<file path="config.mk">
export PLATFORM = sky130hd
export DESIGN_NAME = connect_recv_endpoint
export DESIGN_NICKNAME = d
export VERILOG_FILES = /design/src/rtl/connect_recv_pkg.sv /design/src/rtl/connect_vc_fifo.sv /design/src/rtl/connect_recv_endpoint.sv
export SDC_FILE = /design/constraint.sdc
export NUM_CORES = 1
export LEC_CHECK = 0
export ABC_CLOCK_PERIOD_IN_PS = 2900
export CORE_ASPECT_RATIO = 1.5
export CORE_MARGIN = 3
export CORE_UTILIZATION = 50
export CTS_CLUSTER_SIZE = 14
export DETAILED_ROUTE_END_ITERATION = 6
export PLACE_DENSITY = 0.84
export SLEW_MARGIN = 20
export SYNTH_ARGS = -nofsm -noshare
export SYNTH_HDL_FRONTEND = slang
export SYNTH_SLANG_ARGS = --single-unit
</file>
<file path="constraint.sdc">
create_clock -name CLK -period 2.9 [get_ports CLK]
set_input_delay 0.58 -clock CLK [delete_from_list [all_inputs] [get_ports CLK]]
set_output_delay 0.58 -clock CLK [all_outputs]
set_load 0.03 [all_outputs]
</file>
<file path="src/rtl/connect_recv_pkg.sv">
// Shared definitions for the CONNECT receive endpoint: flit field layout helpers
// and the output arbiter state encoding.
package connect_recv_pkg;

  localparam int FLIT_CTRL_BITS = 2;
  localparam int DATA_LSB       = 0;

  typedef enum logic [0:0] {
    ARB_IDLE = 1'b0,
    ARB_LOCK = 1'b1
  } arb_state_e;

  // Flit layout, MSB first: {valid, tail, dest, vc, data}
  function automatic int flit_width(input int dest_bits, input int vc_bits, input int data_w);
    return FLIT_CTRL_BITS + dest_bits + vc_bits + data_w;
  endfunction

  function automatic int vc_lsb(input int data_w);
    return DATA_LSB + data_w;
  endfunction

  function automatic int dest_lsb(input int data_w, input int vc_bits);
    return vc_lsb(data_w) + vc_bits;
  endfunction

  function automatic int tail_bit(input int data_w, input int vc_bits, input int dest_bits);
    return dest_lsb(data_w, vc_bits) + dest_bits;
  endfunction

  function automatic int valid_bit(input int data_w, input int vc_bits, input int dest_bits);
    return tail_bit(data_w, vc_bits, dest_bits) + 1;
  endfunction

endpackage

</file>
<file path="src/rtl/connect_vc_fifo.sv">
// Per-VC first-word-fall-through buffer. The credit output is high while at
// least two slots are free, leaving one slot for a flit already in flight.
module connect_vc_fifo #(
  parameter int WIDTH = 33,
  parameter int DEPTH = 4
) (
  input  logic             clk,
  input  logic             rst_n,
  input  logic             wr_en,
  input  logic [WIDTH-1:0] wr_data,
  input  logic             rd_en,
  output logic [WIDTH-1:0] rd_data,
  output logic             empty,
  output logic             full,
  output logic             credit
);

  localparam int AW = $clog2(DEPTH);
  localparam int CW = AW + 1;

  logic [AW-1:0]    wr_ptr_q, wr_ptr_d;
  logic [AW-1:0]    rd_ptr_q, rd_ptr_d;
  logic [CW-1:0]    count_q, count_d;
  logic [WIDTH-1:0] mem_q [DEPTH];
  logic             wr_fire, rd_fire;

  assign empty   = (count_q == '0);
  assign full    = (count_q == CW'(DEPTH));
  assign credit  = (int'(count_q) <= DEPTH - 2);
  assign rd_data = mem_q[rd_ptr_q];
  assign wr_fire = wr_en && !full;
  assign rd_fire = rd_en && !empty;

  always_comb begin
    wr_ptr_d = wr_ptr_q;
    rd_ptr_d = rd_ptr_q;
    count_d  = count_q;
    if (wr_fire) wr_ptr_d = wr_ptr_q + AW'(1);
    if (rd_fire) rd_ptr_d = rd_ptr_q + AW'(1);
    case ({wr_fire, rd_fire})
      2'b10:   count_d = count_q + CW'(1);
      2'b01:   count_d = count_q - CW'(1);
      default: count_d = count_q;
    endcase
  end

  always_ff @(posedge clk or negedge rst_n) begin
    if (!rst_n) begin
      wr_ptr_q <= '0;
      rd_ptr_q <= '0;
      count_q  <= '0;
    end else begin
      wr_ptr_q <= wr_ptr_d;
      rd_ptr_q <= rd_ptr_d;
      count_q  <= count_d;
    end
  end

  // Storage is not reset: contents are only observable through a non-zero count.
  always_ff @(posedge clk) begin
    if (wr_fire) mem_q[wr_ptr_q] <= wr_data;
  end

endmodule

</file>
<file path="src/rtl/connect_recv_endpoint.sv">
// Receive endpoint: filters and buffers network flits per VC and presents them to
// the user through a wormhole-locking arbiter. Counters exist only with CONNECT_RECV_STATS_EN.
module connect_recv_endpoint
  import connect_recv_pkg::*;
#(
  parameter int NUM_VCS         = 2,
  parameter int VC_BITS         = 1,
  parameter int DEST_BITS       = 2,
  parameter int FLIT_DATA_WIDTH = 32,
  parameter int FIFO_DEPTH      = 4,
  parameter int MY_ID           = 0,
  localparam int FLIT_W         = flit_width(DEST_BITS, VC_BITS, FLIT_DATA_WIDTH)
) (
  input  logic                       CLK,
  input  logic                       RST_N,
  input  logic [FLIT_W-1:0]          flit_in,
  output logic                       get_flit_en,
  output logic [NUM_VCS-1:0]         nonfull_vcs,
  output logic                       nonfull_vcs_en,
  output logic                       usr_valid,
  input  logic                       usr_ready,
  output logic [FLIT_DATA_WIDTH-1:0] usr_data,
  output logic [VC_BITS-1:0]         usr_vc,
  output logic                       usr_tail,
  output logic                       dest_err,
  output logic                       ovf_err,
  output logic [31:0]                flit_cnt,
  output logic [31:0]                pkt_cnt
);

  localparam int VC_LSB    = vc_lsb(FLIT_DATA_WIDTH);
  localparam int DEST_LSB  = dest_lsb(FLIT_DATA_WIDTH, VC_BITS);
  localparam int TAIL_BIT  = tail_bit(FLIT_DATA_WIDTH, VC_BITS, DEST_BITS);
  localparam int VALID_BIT = valid_bit(FLIT_DATA_WIDTH, VC_BITS, DEST_BITS);
  localparam int ENTRY_W   = FLIT_DATA_WIDTH + 1;

  logic                       in_valid, in_tail;
  logic [DEST_BITS-1:0]       in_dest;
  logic [VC_BITS-1:0]         in_vc;
  logic [FLIT_DATA_WIDTH-1:0] in_data;
  logic                       dest_ok, vc_ok, tgt_full, accept;
  logic                       set_dest_err, set_ovf_err;

  logic [NUM_VCS-1:0] fifo_wr, fifo_rd, fifo_empty, fifo_full, fifo_credit;
  logic [ENTRY_W-1:0] fifo_dout [NUM_VCS];

  arb_state_e         state_q, state_d;
  logic [VC_BITS-1:0] lock_vc_q, lock_vc_d;
  logic [VC_BITS-1:0] last_vc_q, last_vc_d;
  logic               hold_q, hold_d;
  logic [VC_BITS-1:0] hold_vc_q, hold_vc_d;
  logic               dest_err_q, dest_err_d;
  logic               ovf_err_q, ovf_err_d;

  logic               hi_found, lo_found, scan_found;
  logic [VC_BITS-1:0] hi_vc, lo_vc, scan_vc, sel_vc;
  logic               sel_empty;
  logic [ENTRY_W-1:0] sel_dout;
  logic               xfer;

  assign in_valid = flit_in[VALID_BIT];
  assign in_tail  = flit_in[TAIL_BIT];
  assign in_dest  = flit_in[DEST_LSB +: DEST_BITS];
  assign in_vc    = flit_in[VC_LSB +: VC_BITS];
  assign in_data  = flit_in[DATA_LSB +: FLIT_DATA_WIDTH];

  assign dest_ok = (in_dest == DEST_BITS'(MY_ID));
  assign vc_ok   = (int'(in_vc) < NUM_VCS);

  // Fullness is taken from registered occupancy, so a same-cycle dequeue never frees a slot.
  always_comb begin
    tgt_full = 1'b0;
    for (int v = 0; v < NUM_VCS; v++) begin
      if (in_vc == VC_BITS'(v)) tgt_full = fifo_full[v];
    end
  end

  assign accept       = in_valid && dest_ok && vc_ok && !tgt_full;
  assign set_dest_err = in_valid && !dest_ok;
  assign set_ovf_err  = in_valid && dest_ok && (!vc_ok || tgt_full);

  for (genvar v = 0; v < NUM_VCS; v++) begin : g_vc
    assign fifo_wr[v] = accept && (in_vc == VC_BITS'(v));
    assign fifo_rd[v] = xfer && (sel_vc == VC_BITS'(v));

    connect_vc_fifo #(
      .WIDTH (ENTRY_W),
      .DEPTH (FIFO_DEPTH)
    ) u_fifo (
      .clk     (CLK),
      .rst_n   (RST_N),
      .wr_en   (fifo_wr[v]),
      .wr_data ({in_tail, in_data}),
      .rd_en   (fifo_rd[v]),
      .rd_data (fifo_dout[v]),
      .empty   (fifo_empty[v]),
      .full    (fifo_full[v]),
      .credit  (fifo_credit[v])
    );
  end

  // Round-robin scan: lowest non-empty VC above the last grant, else lowest at or below it.
  always_comb begin
    hi_found = 1'b0;
    lo_found = 1'b0;
    hi_vc    = '0;
    lo_vc    = '0;
    for (int v = 0; v < NUM_VCS; v++) begin
      if (!fifo_empty[v]) begin
        if (v > int'(last_vc_q)) begin
          if (!hi_found) begin
            hi_found = 1'b1;
            hi_vc    = VC_BITS'(v);
          end
        end else if (!lo_found) begin
          lo_found = 1'b1;
          lo_vc    = VC_BITS'(v);
        end
      end
    end
    scan_found = hi_found || lo_found;
    scan_vc    = hi_found ? hi_vc : lo_vc;
  end

  // A stalled choice in IDLE is held so the presented flit cannot switch VCs.
  always_comb begin
    if (state_q == ARB_LOCK)  sel_vc = lock_vc_q;
    else if (hold_q)          sel_vc = hold_vc_q;
    else                      sel_vc = scan_vc;
    sel_empty = 1'b1;
    sel_dout  = '0;
    for (int v = 0; v < NUM_VCS; v++) begin
      if (sel_vc == VC_BITS'(v)) begin
        sel_empty = fifo_empty[v];
        sel_dout  = fifo_dout[v];
      end
    end
  end

  assign usr_valid = !sel_empty && (state_q == ARB_LOCK || hold_q || scan_found);
  assign usr_data  = sel_dout[FLIT_DATA_WIDTH-1:0];
  assign usr_tail  = sel_dout[FLIT_DATA_WIDTH];
  assign usr_vc    = sel_vc;
  assign xfer      = usr_valid && usr_ready;

  always_comb begin
    state_d    = state_q;
    lock_vc_d  = lock_vc_q;
    last_vc_d  = last_vc_q;
    hold_d     = hold_q;
    hold_vc_d  = hold_vc_q;
    dest_err_d = dest_err_q | set_dest_err;
    ovf_err_d  = ovf_err_q | set_ovf_err;
    if (xfer) begin
      last_vc_d = sel_vc;
      hold_d    = 1'b0;
      case (state_q)
        ARB_IDLE: begin
          if (!usr_tail) begin
            state_d   = ARB_LOCK;
            lock_vc_d = sel_vc;
          end
        end
        ARB_LOCK: if (usr_tail) state_d = ARB_IDLE;
        default:  state_d = ARB_IDLE;
      endcase
    end else if (state_q == ARB_IDLE && usr_valid) begin
      hold_d    = 1'b1;
      hold_vc_d = sel_vc;
    end
  end

  always_ff @(posedge CLK or negedge RST_N) begin
    if (!RST_N) begin
      state_q    <= ARB_IDLE;
      lock_vc_q  <= '0;
      last_vc_q  <= VC_BITS'(NUM_VCS - 1);
      hold_q     <= 1'b0;
      hold_vc_q  <= '0;
      dest_err_q <= 1'b0;
      ovf_err_q  <= 1'b0;
    end else begin
      state_q    <= state_d;
      lock_vc_q  <= lock_vc_d;
      last_vc_q  <= last_vc_d;
      hold_q     <= hold_d;
      hold_vc_q  <= hold_vc_d;
      dest_err_q <= dest_err_d;
      ovf_err_q  <= ovf_err_d;
    end
  end

  assign dest_err       = dest_err_q;
  assign ovf_err        = ovf_err_q;
  assign get_flit_en    = RST_N;
  assign nonfull_vcs_en = RST_N;
  assign nonfull_vcs    = fifo_credit & {NUM_VCS{RST_N}};

`ifdef CONNECT_RECV_STATS_EN
  logic [31:0] flit_cnt_q, flit_cnt_d;
  logic [31:0] pkt_cnt_q, pkt_cnt_d;

  always_comb begin
    flit_cnt_d = flit_cnt_q + (accept ? 32'd1 : 32'd0);
    pkt_cnt_d  = pkt_cnt_q + ((xfer && usr_tail) ? 32'd1 : 32'd0);
  end

  always_ff @(posedge CLK or negedge RST_N) begin
    if (!RST_N) begin
      flit_cnt_q <= '0;
      pkt_cnt_q  <= '0;
    end else begin
      flit_cnt_q <= flit_cnt_d;
      pkt_cnt_q  <= pkt_cnt_d;
    end
  end

  assign flit_cnt = flit_cnt_q;
  assign pkt_cnt  = pkt_cnt_q;
`else
  assign flit_cnt = '0;
  assign pkt_cnt  = '0;
`endif

endmodule

</file>
==> results of run 1 <==
==> power groups by stage <==
stage	combinational, uW	clock [uW]	sequential, uW
2_1_floorplan	3620	0	4960
3_3_place_gp	5480	0	4980
3_5_place_dp	5580	0	5010
4_1_cts	6990	3280	4930
5_1_grt	7500	3450	4960
6_report	7120	3240	4930
==> sequential cells by signal (all words and copies together), names as in the netlist <==
signal                flops
g_vc.u_fifo.count_q       6
last_vc_q                 1
ovf_err                   1
g_vc.u_fifo.rd_ptr_q      4
hold_q                    1
g_vc.u_fifo.wr_ptr_q      4
g_vc.u_fifo.mem_q       264
hold_vc_q                 1
state_q                   1
dest_err                  1
lock_vc_q                 1
==> cell usage after synthesis (all sizes together) (2+ instances only) <==
cell / number
a211oi: 2
a21oi: 7
and2: 8
buf: 77
clkbuf: 11
dfrtp: 20
edfxtp: 264
fa: 2
ha: 10
inv: 15
mux2: 34
mux2i: 4
mux4: 66
nand2: 11
nor2: 10
nor3: 2
o21ai: 6
or3: 2
xnor2: 5
xor2: 7
==> worst reg2reg max path, delay by kind of cell, from the launching register on <==
family	cells	cell delay (ns)
flip-flops	1	0.38
adder cells (fa/ha/maj)	2	0.51
XOR/XNOR	2	0.31
AND/OR/NAND/NOR	4	0.93
buffers and inverters	6	0.63
AO/OA/AOI/OAI	1	0.38
==> layer usage <==
metal / global-route usage, % / up-vias / routed length [um]
met5: 0 / - / 0
met3: 3.18 / 76 / 1640
met1: 24.8 / 3066 / 8950
met2: 34.2 / 313 / 12800
met4: 9.34 / 0 / 1110
li1: - / 2454 / -
==> timing repair <==
action | in CTS | in global routing
cloned | 1 | 1
pin swaps | 13 | 11
hold buffers | 0 | 0
setup endpoints to repair | 38 | 38
resized for setup | 210 | 7
buffers inserted | 19 | 11
==> cell families (layout without fill, tap and decap cells) <==
group / count (synthesis) / after routing / synth area share (%)
flops: 285 / 285 / 72.6
mux: 104 / 104 / 16.4
buf+inv: 103 / 209 / 5.63
simple gates: 41 / 41 / 1.76
compound gates: 20 / 20 / 1.24
fa+ha+maj: 12 / 12 / 1.42
xor+xnor: 12 / 12 / 0.903
other cells: 1 / 64 / 0.0322
==> metrics by stage <==
step	total power, uW	setup slack [ns]	instance area [sq um]
floorplan	8580	0.0985	11900
global placement	10500	-0.226	12900
detailed placement	10600	-0.298	12900
CTS	15200	-0.395	14200
global route	15900	-0.473	14300
finish	15300	-0.411	14300
==> area by class of cell <==
cell class | instances | area share [%]
multi-input cells | 253 | 20.8
clock inverters | 6 | 0.465
flip-flops and latches | 285 | 59.3
repair buffers | 150 | 11.5
well taps | 276 | 2.42
clock buffers | 38 | 5.17
inverters | 15 | 0.395
==> worst min-delay path by stage <==
stage	from	end	slack, ns	cells after the start
2_1_floorplan	RST_N	dest_err	0.28	0
3_3_place_gp	dest_err	dest_err	0.45	1
3_5_place_dp	dest_err	dest_err	0.46	1
4_1_cts	RST_N	ovf_err	0.47	2
5_1_grt	dest_err	dest_err	0.49	1
6_report	RST_N	g_vc[1].u_fifo.count_q[2]	0.47	2
==> cells in the final DEF (no fill, tap or decap), types with 5 or more instances in the layout <==
cell,instances
a21oi_1,7
and2_2,8
clkbuf_1,9
nand2_1,10
buf_6,41
nor2_1,9
clkdlybuf4s50_1,41
xor2_1,7
ha_1,8
mux4_2,66
mux2_4,28
xnor2_1,5
edfxtp_1,264
dfrtp_1,16
buf_4,47
clkbuf_16,28
conb_1,64
buf_12,18
inv_1,13
==> results.json, run 1 <==
{
  "slowest_stage": "or3_4",
  "dr_total_vias": 5909,
  "finalHoldViolations": 0,
  "timing.hold.ws_ns": 0.469,
  "setup_viol": 37,
  "insertedDiodeCount": 0,
  "slowest_delay_ns": 0.41,
  "start_kind": "flop",
  "rr_startpoint": "g_vc[0].u_fifo.count_q[0]",
  "pwr-share-comb_pct": 46.6,
  "irDropWorstVdd_mv": 0.807,
  "worst_slack_ns": -0.411,
  "end_kind": "primary output",
  "crit_arrival_ns": 2.73,
  "post_synth_main_area_contributors": "edfxtp_1 68%, mux4_2 13%, dfrtp_1 4.3%, buf_4 4.3%, mux2_1 3.2%",
  "ioPinCount": 145,
  "p_seq_share_pct": 32.3,
  "crit_chain": "or3_4, a2111oi_4, or2_4, buf_12, buf_12, buf_8, mux2_4, buf_6",
  "die_area_sq_mm": 0.0252,
  "fin_crit_sh_pct": 114,
  "routabilityCongestion": 0.801,
  "ant_nets": 0,
  "htree_levels": 1,
  "io_buffers": 80,
  "timing.critical_path.mode_cell": "buf_12",
  "r2r_setup_slack_ns": -0.30,
  "grt_max_degree": 35,
  "yosysUniqueCellTypes": 40,
  "fin_skew_ns": 0.0191,
  "root_buffer": "clkbuf_16",
  "antenna_found_initial": 0,
  "synth_top_area_share_pct": 68.1,
  "wl_um": 24500,
  "startpoint": "g_vc[0].u_fifo.count_q[0]",
  "grt_overflow": 0,
  "p_leak_uw": 0.00508,
  "status": "complete, but fails checks",
  "cellPowerDensity_mw_per_mm2": 1070,
  "track_usage_pct": 20.0,
  "crit_family": "simple AND/OR/NAND/NOR gates",
  "dieWidth_um": 131,
  "p_int_uw": 10300,
  "finalNonFillerCells": 1023,
  "fin_nets": 783,
  "die_y_um": 193,
  "grt_pass1_wl_um": 37200,
  "postSynthCellCount": 578,
  "synth.ff_latch_count": 285,
  "cts_tree": "yes",
  "multi_input_area_sq_mm": 0.00296,
  "drc_errors": 0,
  "clk_pin_slew_ns": 0.07,
  "cts_sinks": 285,
  "violations": "negative setup slack",
  "syn_area_per_cell_sq_um": 20.1,
  "final.setup.tns_ns": -11.94,
  "firstDrtPassIters": 5,
  "max_freq_ghz": 0.302,
  "worst-path-stages": 8,
  "ys_async_sr_fraction_pct": 7.37,
  "net-switching-power_uw": 5020,
  "swShare_pct": 32.8,
  "hold_path.class": "input port to asynchronous set/reset pin",
  "synthFlopType": "edfxtp_1",
  "crit_buf_inv": 4,
  "drive_gt1_share_pct": 36.7,
  "r2r_cells": 15,
  "dp_hpwl_um": 14100,
  "maxCapViolations": 0,
  "timing.rr.end": "g_vc[1].u_fifo.count_q[2]",
  "routed_via_density": 5.78,
  "worstSetupPathType": "flop to primary output",
  "start_util_pct": 51.4,
  "relSlewSlack_pct": 62.2,
  "clkPwrFrac_pct": 21.2,
  "crit_path_end": "usr_data[5]",
  "utilization_pct": 63.0,
  "drt_iter0_drc": 454,
  "wl_per_cell_um": 23.9,
  "area_growth_pct": 22.5,
  "tightest_slew_ns": 0.563,
  "worstPathMaxFanout": 7,
  "rows": 67,
  "synth_top_cell_by_area": "edfxtp_1",
  "fillers": 1457,
  "yosys_warnings": 0,
  "drv_slew": 0,
  "dp_cells": 949,
  "regArea_sq_mm": 0.00846,
  "numCtsBuffers": 26,
  "yosysSeqAreaShare_pct": 72.6,
  "rsz0062_at_grt": "yes",
  "period_needed_ns": 3.31,
  "grt_pass1_vias": 6179,
  "clk_path_buf_depth": 3,
  "core_area_sq_mm": 0.0226,
  "synth_edf_count": 264,
  "cp.required_ns": 2.32,
  "synth_area_sq_mm": 0.0116,
  "clk_latency_ns": 0.53
}
Note: power is estimated with default switching activity, not from simulation.
==> run 2, diff against run 1 <==
HOLD_SLACK_MARGIN = 0.03   (was not set)
PLACE_DENSITY = 0.8   (was 0.84)
==> run 2 against run 1 <==
Effect of this change: count of clock-buffer cells in the layout is 1 lower; first-iteration DRC count rose by 7.5%; non-clock buffer count fell by 10; utilization decreased by 0.94 points; via count shrank 4.7%; critical endpoint is now usr_data[13]; setup slack better by 0.022 ns; clock skew barely moved; routed wire length shrank 3.9%; cell area is 1.5% lower; the flow still finishes with violations (negative setup slack); flip-flop and latch count unchanged; maximum frequency rose by 0.67%; clock power shrank 5%.
==> results.json, run 2 (same netlist as run 1, synthesis figures left out) <==
{
  "clk_latency_ns": 0.53,
  "grt_pass1_vias": 5974,
  "final_cell_mix": "264 x edfxtp_1, 66 x mux4_2, 64 x conb_1",
  "cts_tree": "yes",
  "worstSetupPathType": "flop to primary output",
  "wl_um": 23500,
  "dp_hpwl_um": 13900,
  "rsz0062_at_grt": "yes",
  "status": "complete, but fails checks",
  "final.setup.tns_ns": -10.82,
  "grt_pass1_wl_um": 35000,
  "setup_viol": 34,
  "r2r_cells": 12,
  "end_kind": "primary output",
  "grt_overflow": 0,
  "maxCapViolations": 0,
  "r2r_setup_slack_ns": -0.16,
  "tightest_slew_ns": 0.588,
  "worstPathMaxFanout": 7,
  "period_needed_ns": 3.29,
  "io_buffers": 80,
  "hold_path.class": "input port to asynchronous set/reset pin",
  "fin_crit_sh_pct": 113,
  "dieWidth_um": 131,
  "wl_per_cell_um": 23.2,
  "drive_gt1_share_pct": 35.2,
  "worst_slack_ns": -0.389,
  "relSlewSlack_pct": 60.6,
  "start_util_pct": 51.4,
  "ioPinCount": 145,
  "fin_nets": 773,
  "startpoint": "g_vc[0].u_fifo.count_q[2]",
  "die_area_sq_mm": 0.0252,
  "finalHoldViolations": 0,
  "reg.largest.list": "g_vc.u_fifo.mem_q x264, g_vc.u_fifo.count_q x6",
  "core_area_sq_mm": 0.0226,
  "dr_total_vias": 5633,
  "routabilityCongestion": 0.805,
  "antenna_found_initial": 1,
  "area_growth_pct": 20.7,
  "p_leak_uw": 0.00499,
  "clk_path_buf_depth": 3,
  "crit_path_end": "usr_data[13]",
  "track_usage_pct": 18.8,
  "fin_skew_ns": 0.0195,
  "fillers": 1501,
  "crit_arrival_ns": 2.71,
  "numCtsBuffers": 26,
  "cellPowerDensity_mw_per_mm2": 1060,
  "ctsHoldBuffers": 0,
  "top_register": "g_vc.u_fifo.mem_q",
  "clk_pin_slew_ns": 0.06,
  "drc_errors": 0,
  "final_common_cell": "edfxtp_1",
  "rows": 67,
  "total_power_uw": 14900,
  "slowest_stage": "or3_4",
  "rr_startpoint": "g_vc[0].u_fifo.count_q[2]",
  "grt_max_degree": 24,
  "slowest_delay_ns": 0.41,
  "firstDrtPassIters": 5,
  "max_freq_ghz": 0.304,
  "cp.required_ns": 2.32,
  "cts_sinks": 285,
  "violations": "negative setup slack",
  "root_buffer": "clkbuf_16",
  "irDropWorstVdd_mv": 0.611,
  "routed_via_density": 5.54,
  "largest_reg_flops": 264,
  "start_kind": "flop",
  "ant_nets": 0,
  "die_y_um": 193,
  "drv_slew": 0,
  "drt_iter0_drc": 488,
  "htree_levels": 1,
  "crit_chain": "or3_4, a2111oi_4, or2_4, buf_12, clkbuf_16, mux2_4, buf_6",
  "timing.rr.end": "g_vc[1].u_fifo.count_q[2]"
}
==> run 2: power by group <==
group	internal [uW]	leakage, uW	switching [uW]
sequential	4760	0.00262	172
combinational	3470	0.00200	3380
clock	1710	0.000374	1360
==> run 2: timing repair <==
| action | in CTS | in global routing |
|---|---|---|
| buffers inserted | 14 | 1 |
| gates cloned | 0 | 1 |
| hold endpoints to repair | 0 | 0 |
| pin swaps | 4 | 8 |
| setup endpoints to repair | 36 | 37 |
| gates resized for setup | 176 | 28 |
==> run 2: worst max-delay path, delay by kind of cell, from the launching register on <==
kind / cells / cell delay [ns]
flip-flops: 1 / 0.38
multiplexers: 1 / 0.33
AND/OR/NAND/NOR: 2 / 0.63
buffers and inverters: 3 / 0.45
AO/OA/AOI/OAI: 1 / 0.39
==> run 2: worst min-delay path by stage <==
| stage | from | to | slack [ns] | depth (start not counted) |
|---|---|---|---|---|
| finish | RST_N | dest_err | 0.47 | 2 |
| global route | dest_err | dest_err | 0.49 | 1 |
| CTS | RST_N | ovf_err | 0.47 | 2 |
| detailed placement | ovf_err | ovf_err | 0.47 | 1 |
| global placement | dest_err | dest_err | 0.45 | 1 |
| floorplan | RST_N | dest_err | 0.28 | 0 |
==> run 2: cell type report <==
class	count	area [sq um]	area share [%]
tap	276	345	2.46
timing repair buffer	140	1470	10.4
sequential	285	8460	60.2
clock inverter	9	50.0	0.356
inverter	15	56.3	0.401
clock buffer	37	713	5.08
multi-input combinational	253	2960	21.0
antenna	1	2.50	0.0178
==> run 2: layer usage <==
metal | wire length, um | track usage (%)
met5 | 0 | 0
met4 | 535 | 6.69
met3 | 1430 | 3.21
met2 | 12800 | 33.1
met1 | 8760 | 23.4
==> run 2: per-stage QoR <==
| step | util [%] | instance area [sq um] | hold slack, ns | instances | worst slack [ns] |
|---|---|---|---|---|---|
| after floorplan | - | 11900 | 0.284 | 641 | 0.0985 |
| after global placement | 56.8 | 12900 | 0.451 | 953 | -0.205 |
| after detailed placement | 56.8 | 12900 | 0.466 | 953 | -0.233 |
| after CTS | 61.6 | 13900 | 0.472 | 1013 | -0.384 |
| after global routing | 62.1 | 14000 | 0.494 | 1016 | -0.467 |
| final | 62.1 | 14000 | 0.469 | 1016 | -0.389 |
==> run 3, diff against run 2 <==
PLACE_DENSITY = 0.76   (was 0.8)
==> run 3 against run 2 <==
Effect of this change: register-to-register slack gained 0.21 ns; global-route usage grew 0.60 points; cell area grew 1.1%; the flow still finishes with violations (negative setup slack); via count grew 0.34%.
==> results.json, run 3 (same netlist as run 1, synthesis figures left out) <==
{
  "status": "complete, but fails checks",
  "violations": "negative setup slack",
  "fin_skew_ns": 0.00876,
  "clkPwrFrac_pct": 21.4,
  "cts_sinks": 285,
  "swShare_pct": 33.1,
  "dr_total_vias": 5652,
  "fin_nets": 773,
  "grt_pass1_vias": 5939,
  "worst_slack_ns": -0.320,
  "max_freq_ghz": 0.311,
  "start_util_pct": 51.4,
  "start_kind": "flop",
  "cp.required_ns": 2.32,
  "timing.rr.end": "g_vc[1].u_fifo.count_q[2]",
  "insertedDiodeCount": 0,
  "area_growth_pct": 22.0,
  "ioPinCount": 145,
  "p_seq_share_pct": 32.9,
  "rsz0062_at_grt": "yes",
  "largest_reg_flops": 264,
  "end_kind": "primary output",
  "final_cell_mix": "264 x edfxtp_1, 66 x mux4_2, 64 x conb_1",
  "firstDrtPassIters": 4,
  "htree_levels": 1,
  "dieWidth_um": 131,
  "crit_arrival_ns": 2.64,
  "period_needed_ns": 3.22,
  "io_buffers": 80,
  "die_y_um": 193,
  "rows": 67,
  "ant_nets": 0,
  "wl_per_cell_um": 23.6,
  "cellPowerDensity_mw_per_mm2": 1060,
  "utilization_pct": 62.7,
  "clk_pin_slew_ns": 0.06,
  "setup_viol": 32,
  "clk_latency_ns": 0.52,
  "final.setup.tns_ns": -8.68,
  "p_int_uw": 10100,
  "wl_um": 24000,
  "r2r_cells": 12,
  "routabilityCongestion": 0.776,
  "fin_crit_sh_pct": 111,
  "pwr-share-comb_pct": 45.7,
  "total_power_uw": 15100,
  "final_cell_area_sq_mm": 0.0142,
  "cts_tree": "yes",
  "die_area_sq_mm": 0.0252,
  "dp_slack_ns": -0.260,
  "core_area_sq_mm": 0.0226,
  "final_common_cell": "edfxtp_1",
  "dpl-instance-area_sq_mm": 0.0130,
  "r2r_setup_slack_ns": 0.05,
  "finalHoldViolations": 0,
  "maxCapViolations": 0,
  "grt_pass1_wl_um": 36200,
  "worstSetupPathType": "flop to primary output",
  "root_buffer": "clkbuf_16",
  "hold_path.class": "input port to asynchronous set/reset pin",
  "routed_via_density": 5.56,
  "dp_hpwl_um": 14600,
  "antenna_found_initial": 0,
  "irDropWorstVdd_mv": 0.868,
  "drive_gt1_share_pct": 35.4,
  "worstPathMaxFanout": 8,
  "numCtsBuffers": 26,
  "reg.largest.list": "g_vc.u_fifo.mem_q x264, g_vc.u_fifo.count_q x6",
  "track_usage_pct": 19.4,
  "drc_errors": 0,
  "p_leak_uw": 0.00504,
  "grt_overflow": 0,
  "rr_startpoint": "g_vc[0].u_fifo.count_q[0]",
  "net-switching-power_uw": 4980,
  "top_register": "g_vc.u_fifo.mem_q",
  "drt_iter0_drc": 447,
  "grt_max_degree": 35,
  "clk_path_buf_depth": 3,
  "drv_slew": 0
}
## run 3: cell types whose count changed in the layout (fill, tap and decap cells not counted), sizes merged
cell	previous run	this run
clkdlybuf4s15	0	1
clkinvlp	1	2
clkbuf	39	42
clkinv	7	4
diode	1	0
## run 3: worst max-delay path, cell delays in order, from the launching register on
cell	delay, ns
dfrtp_1	0.38
or3_4	0.41
a2111oi_4	0.33
or2_4	0.23
buf_12	0.15
buf_12	0.14
mux2_4	0.33
buf_6	0.15
## run 3: repair_timing
item,CTS,global route
gates cloned,1,1
gates resized for setup,199,13
hold buffers,0,0
endpoints found under the setup margin,36,36
setup buffers,6,7
pin swaps,5,8
## run 3: metrics by stage
stage	std cells	hold WS, ns
final	1017	0.466
after global routing	1017	0.488
after CTS	1010	0.466
after detailed placement	955	0.457
after global placement	955	0.448
after floorplan	641	0.284
## run 3: power groups by stage
stage / clock network, uW / logic (uW) / registers (uW)
after floorplan: 0 / 3620 / 4960
after global placement: 0 / 5500 / 5010
after detailed placement: 0 / 5590 / 5030
after CTS: 3280 / 6670 / 4950
after global routing: 3450 / 7260 / 4980
final: 3230 / 6890 / 4950
## run 3: area by class of cell
class,instances,area [sq um]
fill,1518,8440
timing repair buffer,140,1560
sequential,285,8460
clock buffer,41,768
clock inverter,7,41.3
tap,276,345
inverter,15,56.3
multi-input combinational,253,2970
## run 3: metal layers
layer / routed length [um] / GRT usage (%) / up-vias / share of wire [%]
li1: - / - / 2433 / -
met1: 8800 / 25.0 / 2959 / 37
met2: 13200 / 33.9 / 214 / 55
met3: 1410 / 2.77 / 46 / 5.9
met4: 590 / 6.33 / 0 / 2.5
met5: 0 / 0 / - / 0
## run 3: how the worst max path moves through the flow
stage / from / endpoint / slack [ns] / depth (start not counted)
2_1_floorplan: g_vc[0].u_fifo.count_q[1] / g_vc[1].u_fifo.count_q[2] / 0.1 / 12
3_3_place_gp: g_vc[0].u_fifo.count_q[1] / usr_data[5] / -0.25 / 6
3_5_place_dp: g_vc[0].u_fifo.count_q[1] / usr_data[5] / -0.26 / 6
4_1_cts: g_vc[0].u_fifo.count_q[0] / usr_data[7] / -0.32 / 7
5_1_grt: g_vc[0].u_fifo.count_q[0] / usr_data[7] / -0.36 / 7
6_report: g_vc[0].u_fifo.count_q[0] / usr_data[7] / -0.32 / 7
